--- src/rtl/pulp_clock_gate_ctrl_if.sv ---
// Bundles the control inputs and gate-enable outputs of pulp_clock_gate_ctrl.
//   master : drives test_en_i, idle_thresh_i, ch_busy_i, ch_force_on_i and
//            observes clk_en_o, ch_ready_o, all_gated_o
//   slave  : the controller side (inverse directions)
// NumCh / IdleW must match the parameters of the attached controller.
interface pulp_clock_gate_ctrl_if #(
    parameter int NumCh = 4,
    parameter int IdleW = 8
) ();
    logic             test_en_i;
    logic [IdleW-1:0] idle_thresh_i;
    logic [NumCh-1:0] ch_busy_i;
    logic [NumCh-1:0] ch_force_on_i;
    logic [NumCh-1:0] clk_en_o;
    logic [NumCh-1:0] ch_ready_o;
    logic             all_gated_o;

    modport master (
        output test_en_i, idle_thresh_i, ch_busy_i, ch_force_on_i,
        input  clk_en_o, ch_ready_o, all_gated_o
    );

    modport slave (
        input  test_en_i, idle_thresh_i, ch_busy_i, ch_force_on_i,
        output clk_en_o, ch_ready_o, all_gated_o
    );
endinterface

--- src/rtl/pulp_clock_gate_ctrl.sv ---
// Multi-channel clock-gate controller.
// Each channel auto-gates its clock enable after idle_thresh_i consecutive
// idle cycles and re-enables on busy/force_on, reporting ready only after a
// fixed WakeCycles settle period. Enables come straight from flops, with a
// single OR against test_en_i so scan can force every clock on.
// Ports:
//   clk_i  free-running domain clock
//   rst_i  synchronous reset, active-high (all channels return to RUN)
//   bus    pulp_clock_gate_ctrl_if.slave: thresholds, busy/force requests,
//          per-channel clk_en_o / ch_ready_o and the all_gated_o summary

// Per-channel gating FSM with idle and wake counters.
module pulp_clock_gate_ch #(
    parameter int IdleW      = 8,
    parameter int WakeCycles = 2
) (
    input  logic             clk_i,
    input  logic             rst_i,
    input  logic [IdleW-1:0] thresh_i,
    input  logic             busy_i,
    input  logic             force_i,
    output logic             en_o,
    output logic             ready_o,
    output logic             off_d_o   // next state is OFF
);
    localparam int WakeW = $clog2(WakeCycles + 1);

    typedef enum logic [1:0] {RUN, OFF, WAKE} state_e;

    state_e           state_q, state_d;
    logic [IdleW-1:0] idle_q, idle_d;
    logic [WakeW-1:0] wake_q, wake_d;
    logic [IdleW:0]   idle_inc;
    logic             req;

    assign req = busy_i | force_i;
    // One bit wider so count+1 never wraps before the threshold compare.
    assign idle_inc = {1'b0, idle_q} + {{IdleW{1'b0}}, 1'b1};

    always_comb begin
        state_d = state_q;
        idle_d  = idle_q;
        wake_d  = wake_q;
        case (state_q)
            RUN: begin
                if (req) begin
                    idle_d = '0;
                end else if (thresh_i != '0) begin
                    // >= so a threshold lowered below the count gates on
                    // the very next idle cycle.
                    if (idle_inc >= {1'b0, thresh_i}) state_d = OFF;
                    if (idle_q != '1) idle_d = idle_inc[IdleW-1:0];
                end
            end
            OFF: begin
                if (req) begin
                    state_d = WAKE;
                    wake_d  = WakeW'(WakeCycles);
                end
            end
            WAKE: begin
                // Wake always completes once started, even if busy drops.
                if (wake_q <= WakeW'(1)) begin
                    state_d = RUN;
                    idle_d  = '0;
                    wake_d  = '0;
                end else begin
                    wake_d = wake_q - WakeW'(1);
                end
            end
            default: state_d = RUN;
        endcase
    end

    always_ff @(posedge clk_i) begin
        if (rst_i) begin
            state_q <= RUN;
            idle_q  <= '0;
            wake_q  <= '0;
        end else begin
            state_q <= state_d;
            idle_q  <= idle_d;
            wake_q  <= wake_d;
        end
    end

    // Pure decodes of the state flops: glitch-free.
    assign en_o    = (state_q != OFF);
    assign ready_o = (state_q == RUN);
    assign off_d_o = (state_d == OFF);
endmodule

module pulp_clock_gate_ctrl #(
    parameter int NumCh      = 4,
    parameter int IdleW      = 8,
    parameter int WakeCycles = 2
) (
    input  logic                  clk_i,
    input  logic                  rst_i,
    pulp_clock_gate_ctrl_if.slave bus
);
    logic [NumCh-1:0] en_q;
    logic [NumCh-1:0] ready_q;
    logic [NumCh-1:0] off_d;
    logic             all_gated_q, all_gated_d;

    for (genvar i = 0; i < NumCh; i++) begin : g_ch
        pulp_clock_gate_ch #(
            .IdleW      (IdleW),
            .WakeCycles (WakeCycles)
        ) u_ch (
            .clk_i    (clk_i),
            .rst_i    (rst_i),
            .thresh_i (bus.idle_thresh_i),
            .busy_i   (bus.ch_busy_i[i]),
            .force_i  (bus.ch_force_on_i[i]),
            .en_o     (en_q[i]),
            .ready_o  (ready_q[i]),
            .off_d_o  (off_d[i])
        );
    end

    // Registered from next-state so it lines up with the channel states.
    always_comb begin
        all_gated_d = &off_d;
    end

    always_ff @(posedge clk_i) begin
        if (rst_i) all_gated_q <= 1'b0;
        else       all_gated_q <= all_gated_d;
    end

    // Only combinational path: DFT override of the registered enables.
    assign bus.clk_en_o    = en_q | {NumCh{bus.test_en_i}};
    assign bus.ch_ready_o  = ready_q;
    assign bus.all_gated_o = all_gated_q;
endmodule

--- src/flat_wrapper.sv ---
// flat-port wrapper written by rule: the top's interface ports become plain ports
module pulp_clock_gate_ctrl_flat 
#(
    parameter int NumCh      = 4,
    parameter int IdleW      = 8,
    parameter int WakeCycles = 2
)
  (clk_i, rst_i, bus_test_en_i, bus_idle_thresh_i, bus_ch_busy_i, bus_ch_force_on_i, bus_clk_en_o, bus_ch_ready_o, bus_all_gated_o);
  pulp_clock_gate_ctrl_if #(.NumCh(NumCh), .IdleW(IdleW)) bus_i ();
  input  logic clk_i;
  input  logic rst_i;
  input wire logic [$bits(bus_i.test_en_i)-1:0] bus_test_en_i;
  input wire logic [$bits(bus_i.idle_thresh_i)-1:0] bus_idle_thresh_i;
  input wire logic [$bits(bus_i.ch_busy_i)-1:0] bus_ch_busy_i;
  input wire logic [$bits(bus_i.ch_force_on_i)-1:0] bus_ch_force_on_i;
  output wire logic [$bits(bus_i.clk_en_o)-1:0] bus_clk_en_o;
  output wire logic [$bits(bus_i.ch_ready_o)-1:0] bus_ch_ready_o;
  output wire logic [$bits(bus_i.all_gated_o)-1:0] bus_all_gated_o;
  assign bus_i.test_en_i = bus_test_en_i;
  assign bus_i.idle_thresh_i = bus_idle_thresh_i;
  assign bus_i.ch_busy_i = bus_ch_busy_i;
  assign bus_i.ch_force_on_i = bus_ch_force_on_i;
  assign bus_clk_en_o = bus_i.clk_en_o;
  assign bus_ch_ready_o = bus_i.ch_ready_o;
  assign bus_all_gated_o = bus_i.all_gated_o;
  pulp_clock_gate_ctrl #(.NumCh(NumCh), .IdleW(IdleW), .WakeCycles(WakeCycles)) u_core (.clk_i(clk_i), .rst_i(rst_i), .bus(bus_i));
endmodule
--- config.mk ---
export PLATFORM = sky130hd
export DESIGN_NAME = pulp_clock_gate_ctrl_flat
export DESIGN_NICKNAME = d
export VERILOG_FILES = /design/src/rtl/pulp_clock_gate_ctrl_if.sv /design/src/rtl/pulp_clock_gate_ctrl.sv /design/src/flat_wrapper.sv
export SDC_FILE = /design/constraint.sdc
export NUM_CORES = 1
export LEC_CHECK = 0
export CAP_MARGIN = 20
export CORE_AREA = 2 2 101 94
export DETAILED_ROUTE_END_ITERATION = 6
export DIE_AREA = 0 0 103 96
export HOLD_SLACK_MARGIN = 0.08
export PLACE_DENSITY_LB_ADDON = 0.25
export SYNTH_ARGS = -nofsm -noshare
export SYNTH_HDL_FRONTEND = slang
export SYNTH_HIERARCHICAL = 1
export SYNTH_SLANG_ARGS = --single-unit
--- constraint.sdc ---
create_clock -name clk_i -period 5.2 [get_ports clk_i]
set_input_delay 1.04 -clock clk_i [delete_from_list [all_inputs] [get_ports clk_i]]
set_output_delay 1.04 -clock clk_i [all_outputs]
set_load 0.03 [all_outputs]
==> results of run 1 <==
## how the worst max path moves through the flow
stage / to / slack (ns) / cells after the start
floorplan: u_core/bus.all_gated_o / 2.77 / 9
global placement: bus_clk_en_o[3] / 1.61 / 3
detailed placement: bus_clk_en_o[2] / 1.60 / 3
CTS: bus_clk_en_o[2] / 1.60 / 3
global route: bus_clk_en_o[1] / 1.58 / 3
finish: bus_clk_en_o[3] / 1.63 / 3
## cell usage in the layout, fill, tap and decap left out, drive strengths merged, types with 4 or more instances in the layout
master         Yosys  final
nand2             33     33
nor3               8      8
and3              14     14
a22o              11     11
nor2              37     37
nand3             19     19
or3                6      6
a21oi             35     35
xor2               9      9
o21bai             7      7
or2               15     15
dfxtp             49     49
nand2b            17     17
a21o              20     20
nor4              10     10
a221o              4      4
mux2               6      6
clkdlybuf4s50      0     27
clkbuf             0      6
ha                36     36
inv               39     39
xnor2              5      5
or4                7      7
o21ai             18     18
## metal layers
layer,wire (µm),GRT usage [%],vias to the layer above
li1,-,-,1645
met1,4010,23.8,1473
met2,3700,27.1,54
met3,251,3.05,8
met4,77,4.39,0
met5,0,0,-
## where the power goes
group | switching, mW | internal (mW)
combinational | 0.0440 | 0.0369
clock | 0.136 | 0.157
sequential | 0.00260 | 0.377
total | 0.183 | 0.570
## stage by stage
| stage | utilization [%] | instances | instance area, µm² | power (mW) | setup WS (ns) |
|---|---|---|---|---|---|
| final | 47.4 | 593 | 4190 | 0.753 | 1.63 |
| after floorplan | - | 443 | 3710 | 0.428 | 2.77 |
| after global routing | 47.4 | 593 | 4190 | 0.785 | 1.58 |
| after global placement | 46.0 | 585 | 4070 | 0.466 | 1.61 |
| after detailed placement | 46.0 | 585 | 4070 | 0.469 | 1.60 |
| after CTS | 47.4 | 593 | 4190 | 0.762 | 1.60 |
## registers in the layout, summed over array words and instances (netlist names)
register,count
u_core/g_ch.u_ch/state_q,8
u_core/bus.all_gated_o,1
u_core/g_ch.u_ch/idle_q,32
u_core/g_ch.u_ch/wake_q,8
## cell families after synthesis
kind of cell               after synthesis  synth area share, %
and+or+nand+nor                        178                 28.6
AOI/OAI and AO/OA                      113                 21.7
DFF                                     49                 26.4
buffers and inverters                   47                 6.06
adders and majority gates               36                 12.1
xor gates and xnor gates                14                 3.30
muxes                                    6                 1.82
## area by class of cell
| type | instances | area share [%] |
|---|---|---|
| Sequential cell | 49 | 23.4 |
| Clock inverter | 2 | 0.897 |
| Clock buffer | 6 | 1.97 |
| Inverter | 39 | 3.50 |
| Multi-Input combinational cell | 347 | 59.9 |
| Timing Repair Buffer | 28 | 6.63 |
| Tap cell | 122 | 3.65 |
==> impl_metrics.csv, run 1 <==
group,metric,value,unit
sta,rsz0062_at_grt,"no",
grt,grt-ovfl-total,0,
synthesis,synthCells,443,
floorplan,core,0.00884,mm²
routing,postRouteAntennaNets,0,
cells_and_area,multi_input_comb_area,0.00251,mm²
floorplan,num_rows,33,
sta,finalSetupTns,0,ns
critical_path,cp_max_fo,4,
cells_and_area,drive_gt1_share,11.5,%
critical_path,cp_data_arrival_time,2.53,ns
hold_path,min_to,"u_core/g_ch[3].u_ch/wake_q[0]",
synthesis,synth.net_count,498,
power,leakagePower,1.90,nW
synthesis,synth.avg_cell_area,8.39,µm²
sta,max-slew-margin-rel,65.5,%
routing,viasPerCell,5.36,
sta,final_hold_viol_count,0,
synthesis,ys_ff_latch,49,
grt,antenna_found_initial,0,
placement,dp_hpwl,6.10,mm
critical_path,reg2reg_to,"u_core/bus.all_gated_o",
critical_path,crit_top_cell,"clkdlybuf4s50_1",
critical_path,worstPathCellList,"clkdlybuf4s50_1 > or2_1 > clkdlybuf4s50_1",
placement,io_buffers,27,
run,cap_violations,0,
cells_and_area,fin_nets,525,
critical_path,crit_path_end_kind,"output pin",
floorplan,dieArea,0.00989,mm²
sta,holdWs,0.490,ns
routing,drc,0,
routing,drt-initial-drc-count,109,
synthesis,synthTopCellsByArea,"dfxtp_1, ha_1, a21oi_1",
hold_path,hp-class,"reg -> reg",
sta,clock_skew,0.0105,ns
critical_path,worstSetupPathType,"in -> out",
grt,grt_util_all_layers,17.0,%
floorplan,start_util,42.0,%
synthesis,ys_warn_count,6,
cells_and_area,area_delta_synth_final,12.7,%
clock_tree,numCtsBuffers,5,
synthesis,yosysMostFrequentCell,"dfxtp_1",
critical_path,cpPeakStageDelay,0.67,ns
status,status,"finished, final reports clean",
sta,setup_viol,0,
critical_path,required,4.16,ns
clock_tree,cts_setup_buffers,0,
clock_tree,cts_resized,0,
synthesis,syn_area,0.00371,mm²
grt,grt_pass1_vias,2917,
critical_path,regToRegSetupSlack,2.40,ns
sta,slew_violations,0,
clock_tree,path_clk_slew,0.10,ns
hold_path,min_path_cells,1,
grt,grt_pass1_wl,13.5,mm
grt,grt_max_degree,33,
clock_tree,hold_buffers,0,
critical_path,critPathTopFamily,"buffers and inverters",
synthesis,synth_top_flop_cell,"dfxtp_1",
clock_tree,clk_path_buf_depth,2,
synthesis,synthArstFlopShare,0,%
power,irDropWorstVdd,0.131,mV
synthesis,ys_types,51,
hold_path,hp-start,"u_core/g_ch[3].u_ch/wake_q[0]",
floorplan,die-width,103,µm
synthesis,synth_commonest_cells,"dfxtp_1, inv_1, nor2_1",
synthesis,netlist.top_cell.by_area,"dfxtp_1",
cells_and_area,regArea,981,µm²
critical_path,cp_num_buf_inv,2,
placement,gp_congestion,0.812,
synthesis,synth_edf_count,0,
cells_and_area,nFillCells,864,
sta,fmaxAchievable,280,MHz
routing,vias,3180,
critical_path,reg2reg_depth,12,
critical_path,crit_start,"bus_test_en_i",
power,p_per_area,180,mW/mm²
cells_and_area,diodes,0,
routing,wl,8.04,mm
clock_tree,clk_latency,0.30,ns
critical_path,crit_path_top_delay_cell,"clkdlybuf4s50_1",
floorplan,ioPinCount,28,
floorplan,die_y,96,µm
sta,min_period,3.57,ns
routing,drt-pass1-iter-count,4,
synthesis,synth_top_cell_area_share,26.4,%
clock_tree,cts_sinks,49,
synthesis,seq_area_frac_synth,26.4,%
routing,wl_per_cell,13.5,µm
sta,timing.final.crit_share,68.6,%
sta,tightest_slew,0.513,ns
clock_tree,cts_root_buf,"clkbuf_8",
clock_tree,cts_tree,"built",
critical_path,critPathLaunchType,"primary input",
clock_tree,cts.htree.levels,2,
critical_path,r2r-start,"u_core/g_ch[3].u_ch/idle_q[0]",
(Power assumes the default switching activity.)
==> inputs of run 2 (changes only) <==
- clock period: 5.2 -> 3.6 ns (I/O delays scaled with it)
==> run 2 against run 1 <==
Compared with the run above:
- sequential power is 45% higher
- global-route usage is 0.91 points higher
- combinational power up 46%
- largest power group unchanged
- clock skew decreased by 0.00060 ns
- critical endpoint is now bus_clk_en_o[2]
==> impl_metrics.csv, run 2 (synthesized netlist as in run 1, its figures left out) <==
group,metric,value,unit
sta,clock_skew,0.00989,ns
sta,slew_violations,0,
floorplan,start_util,42.0,%
floorplan,dieArea,0.00989,mm²
critical_path,cp_max_fo,4,
critical_path,cpPeakStageDelay,0.67,ns
routing,wl_per_cell,13.8,µm
critical_path,worstSetupPathType,"in -> out",
routing,vias,3179,
routing,drt-initial-drc-count,121,
routing,viasPerCell,5.36,
cells_and_area,final_common_cell,"dfxtp_1",
cells_and_area,utilization,47.2,%
routing,wl,8.18,mm
power,pwr-share-clk,35.6,%
critical_path,regToRegSetupSlack,0.87,ns
sta,max-slew-margin-rel,64.9,%
clock_tree,cts_sinks,49,
cells_and_area,final_cell_mix,"dfxtp_1, inv_1, nor2_1",
clock_tree,hold_buffers,0,
grt,grt-ovfl-total,0,
sta,setup_viol,0,
power,p_seq_share,53.1,%
critical_path,cp_num_buf_inv,2,
sta,rsz0062_at_grt,"no",
clock_tree,cts_tree,"built",
sta,tightest_slew,0.522,ns
cells_and_area,area_delta_synth_final,12.2,%
status,status,"finished, final reports clean",
critical_path,required,2.88,ns
cells_and_area,drive_gt1_share,11.5,%
critical_path,crit_path_end_kind,"output pin",
sta,final_hold_viol_count,0,
clock_tree,numCtsBuffers,5,
run,cap_violations,0,
cells_and_area,top_regs,"u_core/g_ch.u_ch/idle_q x32, u_core/g_ch.u_ch/state_q x8, u_core/g_ch.u_ch/wake_q x8",
routing,postRouteAntennaNets,0,
floorplan,ioPinCount,28,
placement,dp_hpwl,6.18,mm
power,p_sw,0.261,mW
clock_tree,clk_path_buf_depth,2,
clock_tree,path_clk_slew,0.09,ns
cells_and_area,diodes,0,
critical_path,critPathLaunchType,"primary input",
floorplan,core,0.00884,mm²
placement,io_buffers,27,
clock_tree,cts_root_buf,"clkbuf_8",
floorplan,die-width,103,µm
clock_tree,clk_latency,0.31,ns
power,irDropWorstVdd,0.158,mV
power,p_int,0.772,mW
power,pwr-share-comb,11.4,%
grt,grt_pass1_vias,3055,
routing,drc,0,
grt,grt_pass1_wl,14.2,mm
routing,drt-pass1-iter-count,4,
sta,finalSetupTns,0,ns
grt,grt_util_all_layers,17.9,%
clock_tree,cts.htree.levels,2,
sta,fmaxAchievable,340,MHz
critical_path,cp_data_arrival_time,2.22,ns
cells_and_area,fin_nets,525,
placement,gp_congestion,0.826,
power,switching_share,25.3,%
critical_path,crit_path_top_delay_cell,"clkdlybuf4s50_1",
floorplan,die_y,96,µm
cells_and_area,nFillCells,866,
grt,antenna_found_initial,0,
grt,grt_max_degree,27,
sta,min_period,2.94,ns
power,leakagePower,1.89,nW
clock_tree,cts_resized,0,
critical_path,crit_top_cell,"clkdlybuf4s50_1",
critical_path,critPathTopFamily,"buffers and inverters",
floorplan,num_rows,33,
cells_and_area,largest_register_ffs,32,
power,p_per_area,248,mW/mm²
cells_and_area,top_register,"u_core/g_ch.u_ch/idle_q",
hold_path,hp-class,"reg -> reg",
critical_path,worstPathCellList,"clkdlybuf4s50_1 > or2_1 > clkdlybuf4s50_1",
sta,timing.final.crit_share,81.6,%
clock_tree,cts_setup_buffers,0,
run 2: changes by cell type in the layout (fill, tap and decap cells not counted), sizes merged:
cell / previous run / this run
clkinvlp: 1 / 0
clkinv: 0 / 1
bufinv: 1 / 0
clkbuf: 6 / 7
run 2: area by class of cell:
| cell class | instances | area, µm² | share of cell area, % |
|---|---|---|---|
| multi-input combinational | 347 | 2510 | 60.2 |
| sequential | 49 | 981 | 23.5 |
| timing repair buffer | 28 | 278 | 6.66 |
| tap | 122 | 153 | 3.66 |
| inverter | 39 | 146 | 3.51 |
| clock buffer | 7 | 96.3 | 2.31 |
| clock inverter | 1 | 5.00 | 0.120 |
run 2: path summary, 6_finish.rpt:
| path | cells past startpoint | end | start |
|---|---|---|---|
| hold / removal | 1 | u_core/g_ch[3].u_ch/wake_q[0] | u_core/g_ch[3].u_ch/wake_q[0] |
| hold reg to reg | 1 | u_core/g_ch[3].u_ch/wake_q[0] | u_core/g_ch[3].u_ch/wake_q[0] |
| setup / recovery | 3 | bus_clk_en_o[2] | bus_test_en_i |
| setup reg to reg | 12 | u_core/bus.all_gated_o | u_core/g_ch[3].u_ch/idle_q[0] |
run 2: power by group through the flow:
| stage | combinational, mW | clock [mW] | sequential (mW) |
|---|---|---|---|
| 2_1_floorplan | 0.0589 | 0 | 0.560 |
| 3_3_place_gp | 0.114 | 0 | 0.561 |
| 3_5_place_dp | 0.117 | 0 | 0.561 |
| 4_1_cts | 0.118 | 0.379 | 0.548 |
| 5_1_grt | 0.132 | 0.396 | 0.549 |
| 6_report | 0.118 | 0.367 | 0.548 |
run 2: routing by layer:
layer | vias to the layer above | GRT usage, % | wire [µm]
met2 | 44 | 29.3 | 3630
met3 | 6 | 2.54 | 242
met5 | - | 0 | 0
met1 | 1486 | 25.1 | 4230
li1 | 1643 | - | -
met4 | 0 | 3.95 | 74
run 2: through the flow:
stage | cell area (µm²) | std cells | hold WS, ns | power, mW | setup slack (ns)
2_1_floorplan | 3710 | 443 | 0.437 | 0.618 | 1.24
6_report | 4170 | 593 | 0.487 | 1.03 | 0.663
3_5_place_dp | 4070 | 585 | 0.466 | 0.678 | 0.596
4_1_cts | 4170 | 593 | 0.482 | 1.05 | 0.648
3_3_place_gp | 4070 | 585 | 0.464 | 0.675 | 0.646
5_1_grt | 4170 | 593 | 0.512 | 1.08 | 0.596
run 2: worst register-to-register path, stage by stage (launching register included):
cell,delay [ns]
dfxtp_1,0.43
ha_1,0.26
nand3_1,0.15
nor2_1,0.24
xor2_1,0.20
ha_1,0.27
and3_1,0.18
a221o_2,0.33
a211oi_1,0.19
o21a_1,0.18
nor3_1,0.06
nand4_1,0.08
nor2_1,0.04
==> inputs of run 3 (changes only) <==
- clock period: 3.6 -> 2.6 ns (I/O delays scaled with it)
==> run 3 against run 2 <==
Compared with the run above:
- highest routed layer unchanged
- register-to-register slack lost 0.70 ns
- critical endpoint is now u_core/bus.all_gated_o
- utilization grew 2.8 points
- clock power grew 58%
- cell area grew 5.9%
- combinational power grew 53%
- clock skew grew 0.0039 ns
==> impl_metrics.csv, run 3 (synthesized netlist as in run 1, its figures left out) <==
group,metric,value,unit
sta,timing.final.crit_share,93.3,%
power,p_per_area,344,mW/mm²
cells_and_area,top_regs,"u_core/g_ch.u_ch/idle_q x32, u_core/g_ch.u_ch/state_q x8, u_core/g_ch.u_ch/wake_q x8",
status,status,"finished, final reports clean",
routing,viasPerCell,5.25,
critical_path,r2r-start,"u_core/g_ch[1].u_ch/idle_q[1]",
floorplan,dieArea,0.00989,mm²
critical_path,reg2reg_to,"u_core/bus.all_gated_o",
hold_path,hp-class,"reg -> reg",
critical_path,regToRegSetupSlack,0.17,ns
routing,drt-initial-drc-count,118,
routing,vias,3230,
cells_and_area,area_delta_synth_final,18.8,%
critical_path,cp_data_arrival_time,2.64,ns
sta,setup_viol,0,
cells_and_area,top_register,"u_core/g_ch.u_ch/idle_q",
sta,min_period,2.43,ns
routing,drc,0,
sta,slew_violations,0,
clock_tree,clk_latency,0.31,ns
placement,dp_hpwl,6.29,mm
critical_path,worstSetupPathType,"reg -> reg",
grt,grt-ovfl-total,0,
critical_path,cp_max_fo,4,
placement,io_buffers,27,
cells_and_area,fin_nets,547,
sta,final_hold_viol_count,0,
clock_tree,cts_sinks,49,
sta,fmaxAchievable,412,MHz
sta,finalSetupTns,0,ns
grt,grt_pass1_vias,3036,
floorplan,die-width,103,µm
routing,wl_per_cell,13.3,µm
cells_and_area,nFillCells,883,
grt,grt_max_degree,31,
power,leakagePower,2.00,nW
floorplan,num_rows,33,
hold_path,hp-start,"u_core/g_ch[3].u_ch/idle_q[7]",
cells_and_area,final_common_cell,"dfxtp_1",
clock_tree,path_clk_slew,0.10,ns
critical_path,reg2reg_depth,12,
critical_path,critPathLaunchType,"flop",
routing,drt-pass1-iter-count,4,
sta,tightest_slew,0.580,ns
power,irDropWorstVdd,0.197,mV
hold_path,min_to,"u_core/g_ch[3].u_ch/idle_q[7]",
cells_and_area,largest_register_ffs,32,
grt,grt_pass1_wl,13.7,mm
routing,wl,8.19,mm
placement,gp_congestion,0.822,
cells_and_area,final_cell_mix,"dfxtp_1, inv_1, nor2_1",
floorplan,die_y,96,µm
floorplan,core,0.00884,mm²
critical_path,crit_path_end_kind,"flop",
sta,clock_skew,0.0138,ns
clock_tree,clk_path_buf_depth,2,
run,cap_violations,0,
routing,postRouteAntennaNets,0,
grt,antenna_found_initial,0,
clock_tree,hold_buffers,0,
floorplan,start_util,42.0,%
cells_and_area,drive_gt1_share,18.5,%
clock_tree,cts_root_buf,"clkbuf_8",
clock_tree,cts_tree,"built",
sta,max-slew-margin-rel,61.1,%
clock_tree,numCtsBuffers,5,
cells_and_area,diodes,0,
critical_path,required,2.81,ns
clock_tree,cts.htree.levels,2,
grt,grt_util_all_layers,17.5,%
hold_path,min_path_cells,1,
floorplan,ioPinCount,28,
power,power,1.52,mW
run 3: cell types whose count changed in the layout (fill, tap and decap cells not counted), moves of 3 or more:
cell       delta
and3_1        -3
dfxtp_2       +7
and3_4        +3
buf_4        +21
a2111oi_0     -3
dfxtp_1       -7
run 3: power breakdown:
part | internal (mW) | switching [mW]
Combinational | 0.0881 | 0.0925
Sequential | 0.754 | 0.00404
Clock | 0.314 | 0.265
Total | 1.16 | 0.362
run 3: cell type report:
class / instances / area, µm² / area share, %
clock buffers: 7 / 86.3 / 1.96
inverters: 39 / 146 / 3.32
clock inverters: 1 / 30.0 / 0.680
repair buffers: 50 / 455 / 10.3
flip-flops and latches: 49 / 990 / 22.4
well taps: 122 / 153 / 3.46
multi-input cells: 347 / 2550 / 57.8
run 3: worst max path at each step:
stage | startpoint | end | slack [ns]
after floorplan | u_core/g_ch[3].u_ch/idle_q[0] | u_core/bus.all_gated_o | 0.24
final | u_core/g_ch[1].u_ch/idle_q[1] | u_core/bus.all_gated_o | 0.17
after global placement | bus_idle_thresh_i[6] | u_core/bus.all_gated_o | -0.11
after global routing | u_core/g_ch[0].u_ch/idle_q[0] | u_core/bus.all_gated_o | -0.01
after detailed placement | bus_idle_thresh_i[6] | u_core/bus.all_gated_o | -0.18
after CTS | u_core/g_ch[1].u_ch/idle_q[1] | u_core/bus.all_gated_o | 0.02
run 3: worst max-delay path: stages, from the launching register on:
cell and delay (ns):
dfxtp_2 0.36, ha_1 0.17, and3_4 0.20, nand3_1 0.14
xnor2_1 0.21, ha_1 0.27, a21oi_1 0.13, o22ai_1 0.11
a2111oi_2 0.34, o31a_1 0.22, nor3_1 0.07, nand4_1 0.07
nor2_1 0.04
run 3: stage by stage:
| stage | worst slack, ns | hold slack, ns | cells | util, % | instance area [µm²] |
|---|---|---|---|---|---|
| 2_1_floorplan | 0.237 | 0.437 | 443 | - | 3710 |
| 3_3_place_gp | -0.113 | 0.468 | 606 | 47.9 | 4240 |
| 3_5_place_dp | -0.178 | 0.464 | 606 | 47.9 | 4240 |
| 4_1_cts | 0.0214 | 0.496 | 614 | 49.3 | 4350 |
| 5_1_grt | -0.0141 | 0.513 | 615 | 49.9 | 4410 |
| 6_report | 0.173 | 0.489 | 615 | 49.9 | 4410 |
run 3: routing by layer:
layer  vias to the layer above  wire [µm]  global-route usage (%)
met3                         6        307                    2.90
li1                       1688          -                       -
met5                         -          0                       0
met1                      1472       4110                    24.0
met2                        64       3690                    28.7
met4                         0         82                    4.28
run 3: repair_timing:
item | 4_1_cts | 5_1_grt
endpoints found under the setup margin | 0 | 4
resized for setup | 0 | 19
setup buffers | 0 | 1
